## src/rtl/shiftreg_univ_p.sv

```systemverilog
// rtl/shiftreg_univ_p.sv - parametrised universal shift register with shift-by-N sequencer (optional SHREG_ABORT_EN)
module shiftreg_univ_p #(
    parameter int WIDTH = 8,
    parameter int CNT_W = 4
) (
    input  logic             clk,
    input  logic             reset,
    input  logic [2:0]       mode,
    input  logic             start,
    input  logic [CNT_W-1:0] amt,
    input  logic [WIDTH-1:0] d,
    input  logic             lin,
    input  logic             rin,
`ifdef SHREG_ABORT_EN
    input  logic             abort,
`endif
    output logic [WIDTH-1:0] q,
    output logic             so_l,
    output logic             so_r,
    output logic             busy,
    output logic             done
);

    localparam logic [1:0] IDLE = 2'd0;
    localparam logic [1:0] RUN  = 2'd1;
    localparam logic [1:0] DONE = 2'd2;

    logic [1:0]       state;
    logic [CNT_W-1:0] cnt;
    logic [2:0]       lmode;
    logic             abort_req;

`ifdef SHREG_ABORT_EN
    assign abort_req = abort;
`else
    assign abort_req = 1'b0;
`endif

    // One single-bit operation; reserved and hold codes fall through to the current value.
    function automatic logic [WIDTH-1:0] op_next(
        input logic [2:0]       op,
        input logic [WIDTH-1:0] cur,
        input logic [WIDTH-1:0] din,
        input logic             li,
        input logic             ri
    );
        logic [WIDTH-1:0] r;
        case (op)
            3'b001:  r = {li, cur[WIDTH-1:1]};
            3'b010:  r = {cur[WIDTH-2:0], ri};
            3'b011:  r = din;
            3'b100:  r = {cur[0], cur[WIDTH-1:1]};
            3'b101:  r = {cur[WIDTH-2:0], cur[WIDTH-1]};
            3'b110:  r = {cur[WIDTH-1], cur[WIDTH-1:1]};
            default: r = cur;
        endcase
        return r;
    endfunction

    always_ff @(posedge clk) begin
        if (reset) begin
            q     <= '0;
            state <= IDLE;
            cnt   <= '0;
            lmode <= 3'b000;
        end else begin
            case (state)
                IDLE: begin
                    if (start) begin
                        if (mode == 3'b011) begin
                            q     <= d;
                            state <= DONE;
                        end else if (amt == '0 || mode == 3'b000 || mode == 3'b111) begin
                            state <= DONE;
                        end else begin
                            lmode <= mode;
                            cnt   <= amt;
                            state <= RUN;
                        end
                    end else begin
                        q <= op_next(mode, q, d, lin, rin);
                    end
                end
                RUN: begin
                    if (abort_req) begin
                        // Abandon the sequence with the partial result and no done pulse.
                        state <= IDLE;
                        cnt   <= '0;
                    end else begin
                        q <= op_next(lmode, q, d, lin, rin);
                        if (cnt == CNT_W'(1)) begin
                            state <= DONE;
                            cnt   <= '0;
                        end else begin
                            cnt <= cnt - CNT_W'(1);
                        end
                    end
                end
                DONE: begin
                    state <= IDLE;
                end
                default: begin
                    state <= IDLE;
                end
            endcase
        end
    end

    assign so_l = q[WIDTH-1];
    assign so_r = q[0];
    assign busy = (state == RUN);
    assign done = (state == DONE);

endmodule

```

## config.mk

```make
export PLATFORM = sky130hd
export DESIGN_NAME = shiftreg_univ_p
export DESIGN_NICKNAME = d
export VERILOG_FILES = /design/src/rtl/shiftreg_univ_p.sv
export SDC_FILE = /design/constraint.sdc
export NUM_CORES = 1
export LEC_CHECK = 0
export ABC_AREA = 0
export CORE_ASPECT_RATIO = 1.75
export CORE_MARGIN = 8
export CORE_UTILIZATION = 54
export CTS_CLUSTER_SIZE = 16
export DETAILED_ROUTE_END_ITERATION = 16
export PLACE_DENSITY = 0.8
export SYNTH_ARGS = -nofsm -noshare
export SYNTH_HDL_FRONTEND = slang
export SYNTH_SLANG_ARGS = --single-unit
```

## constraint.sdc

```tcl
create_clock -name clk -period 1.6 [get_ports clk]
set_input_delay 0.32 -clock clk [delete_from_list [all_inputs] [get_ports clk]]
set_output_delay 0.32 -clock clk [all_outputs]
set_load 0.02 [all_outputs]
```

==> key figures <==
STA
  • Clock Skew: 3.77 ps
  • Max_slew headroom: 70.5%
  • Final hold slack: 492 ps
  • Max Clock Freq: 638 MHz
  • Final hold viol count: 0
  • Final worst setup slack: 31.6 ps
  • Final slew viol count: 0
  • Final min period: 1570 ps
  • RSZ-0062 raised after global routing: true
  • Worst-Margin Slew: 440 ps
  • Setup TNS: 0 ps
  • Final worst path period share: 98.0%
  • # setup viols final: 0

Clock tree
  • TritonCTS sink count: 17
  • Root buf cell: clkbuf_8
  • Hold buffer count at CTS: 0
  • Htree depth: 1
  • TritonCTS Buffers: 3
  • CTS tree: done
  • Clock tree buffer depth: 2
  • Worst-Skew Late Latency: 260 ps
  • Clock transition at the registers of the reported paths: 80 ps

Die
  • Starting density of the core: 55.2%
  • Ports: 32
  • Die X: 61.8 um
  • Die height: 96.2 um
  • Core area: 3590 um2
  • Floorplan row count: 29
  • Die Area: 5950 um2

GRT
  • Tot GR Track Use: 23.0%
  • Pin count of the biggest net entering global routing: 24
  • First-pass GRT wire length: 10600 um
  • GR Overflow Total: 0
  • Initial antenna violation count: 0
  • Number of global-route vias before repair: 2295

Placement
  • Routability cong.: 0.927
  • Port-buffer cells: 31
  • Pre-CTS setup slack: -437 ps
  • Dpl hpwl: 4870 um
  • Post-DP Area: 2600 um2

Hold path
  • Hold Crit Class: flip-flop to flip-flop
  • HP Start: q[3]$_SDFFE_PP0P_
  • Hold Crit Depth: 2
  • Worst Hold End: q[3]$_SDFFE_PP0P_

Cells and area
  • Highest-count cells in the layout ignoring fill and taps: buf_4 (56), nand2_1 (26), a21oi_1 (23), clkdlybuf4s50_1 (15), dfxtp_1 (14)
  • Cell area after layout: 2750 um2
  • ANT cells: 0
  • Share of cells above drive strength 1: 31.5%
  • Fin nets: 350
  • Util after Layout: 76.5%
  • Area growth, synth to finish: 38.5%
  • Most common cell after layout, fill and taps aside: buf_4

Logic synthesis
  • Ys async rst share: 0%
  • Cells after Synth: 259
  • Post-Synthesis Cell Area: 1980 um2
  • Sequential cell area fraction in the yosys report: 17.2%
  • Most used DFF post-synth: dfxtp_1
  • Post-Syn Area per Cell: 7.66 um2
  • Post-synth EDFFs: 0
  • Yosys cell types: 70
  • Post-synthesis register bit count: 17
  • Ys Warns: 0
  • Net count after synthesis: 281

Setup path
  • Startpoint Class: flip-flop
  • Cell family with most CP delay: buffers and inverters
  • Worst path required time: 1280 ps
  • Crit-path slowest cell: clkdlybuf4s50_1
  • R2r setup slk: 70 ps
  • Crit end category: primary output
  • Crit-path max cell delay: 620 ps
  • Data arrival, critical path: 1250 ps
  • CP Max Fanout: 3
  • R2r worst-path depth: 6
  • Buf/Inv on CP: 1
  • Worst path cell trace: clkdlybuf4s50_1
  • Worst reg2reg path startpoint: lmode[1]$_SDFFE_PP0P_
  • RR Endpoint: q[7]$_SDFFE_PP0P_
  • Kind of critical path: flip-flop to primary output

Power and ir drop
  • Internal Power: 1110 uW
  • Clock share of power: 18.7%
  • P per Cell Area: 674 nW/um2
  • Comb power frac: 52.1%
  • IR drop worst, VDD: 0.636 mV
  • Leak: 0.00114 uW
  • P_sw: 741 uW
  • Sw frac: 40.0%
  • Reg power frac: 29.2%

Drt
  • Wirelength, routed: 6630 um
  • 1st-iter DRT viols: 176
  • # DRC: 0
  • Total iterations of the first detailed-routing run: 5
  • Post-route ant nets: 0
  • Vias/cell: 6.47
  • Vias: 2414
  • Drt wl/cell: 17.8 um

Outcome
  • Outcome: finished clean

Run
  • Maxcap violations: 0
-- sequential cells by signal (all words and copies together) (netlist names) --
register / flops
state: 2
cnt: 4
q: 8
lmode: 3
-- worst min-delay path: cells and delay by family, from the launching register on --
kind             cells  cell delay [ps]
AO/OA/AOI/OAI        1               50
flip-flops           1              340
AND/OR/NAND/NOR      1               60
-- through the flow --
step,instances,power [uW]
2_1_floorplan,259,1110
3_3_place_gp,367,1450
3_5_place_dp,367,1460
4_1_cts,373,1800
5_1_grt,373,1940
6_report,373,1850
-- cells by family (layout without fill, tap and decap cells) --
logic type                 count (synthesis)  after routing  synth area share, %
adders and majority gates                  2              2                 1.26
buffers and inverters                     40            108                 12.6
DFF                                       17             17                 17.2
muxes                                      2              2                 1.51
and+or+nand+nor                           97             97                 27.6
AOI/OAI and AO/OA                        101            101                 39.9
-- power groups by stage --
stage | Combinational (uW) | Clock, uW | Sequential [uW]
finish | 965 | 347 | 540
global route | 1040 | 359 | 547
CTS | 924 | 344 | 533
detailed placement | 921 | 0 | 543
global placement | 906 | 0 | 542
floorplan | 561 | 0 | 550
-- area by class of cell --
cell class / instances / area [um2]
clock buffers: 3 / 41.3
repair buffers: 93 / 783
well taps: 46 / 57.6
inverters: 11 / 43.8
clock inverters: 1 / 5.00
fillers: 243 / 845
multi-input cells: 202 / 1470
flip-flops and latches: 17 / 344
-- how the worst max path moves through the flow --
| stage | from | end | cells after the start |
|---|---|---|---|
| final | q[7]$_SDFFE_PP0P_ | so_l | 1 |
| after global routing | lmode[2]$_SDFFE_PP0P_ | q[7]$_SDFFE_PP0P_ | 6 |
| after CTS | q[3]$_SDFFE_PP0P_ | q[3] | 1 |
| after detailed placement | mode[0] | q[4]$_SDFFE_PP0P_ | 7 |
| after global placement | mode[0] | q[4]$_SDFFE_PP0P_ | 7 |
| after floorplan | q[4]$_SDFFE_PP0P_ | q[5]$_SDFFE_PP0P_ | 6 |
-- timing repair --
item                       in CTS  in global routing
buffers inserted                1                  1
gates resized for setup        21                 20
setup endpoints to repair      21                 16
pin swaps                       8                 11
cloned                          1                  0
-- metal layers --
layer	up-vias	wire length, um	global-route usage, %
met5	-	0	0
met4	0	277	13.0
met3	26	447	2.28
met2	135	3570	41.7
met1	1134	2330	24.3
li1	1119	-	-
-- Yosys cell counts, types with 3 or more instances --
cell	count	area, um2
nand2_1	26	97.6
a21oi_1	23	115
dfxtp_1	17	340
nor2_1	13	48.8
o21ai_0	12	60.1
buf_4	10	75.1
nor3_1	10	50.1
nand3_1	9	45.0
a211oi_1	8	60.1
nor2b_1	8	50.1
buf_6	7	78.8
inv_1	7	26.3
a221oi_1	6	52.6
buf_2	6	30.0
o211ai_1	5	37.5
a22oi_1	4	30.0
and3_1	4	25.0
clkbuf_1	4	15.0
o311ai_1	4	35.0
a221o_1	3	30.0
a311oi_1	3	26.3
a31oi_1	3	18.8
nand2b_1	3	18.8
o21ai_1	3	15.0
(Power assumes the default switching activity.)
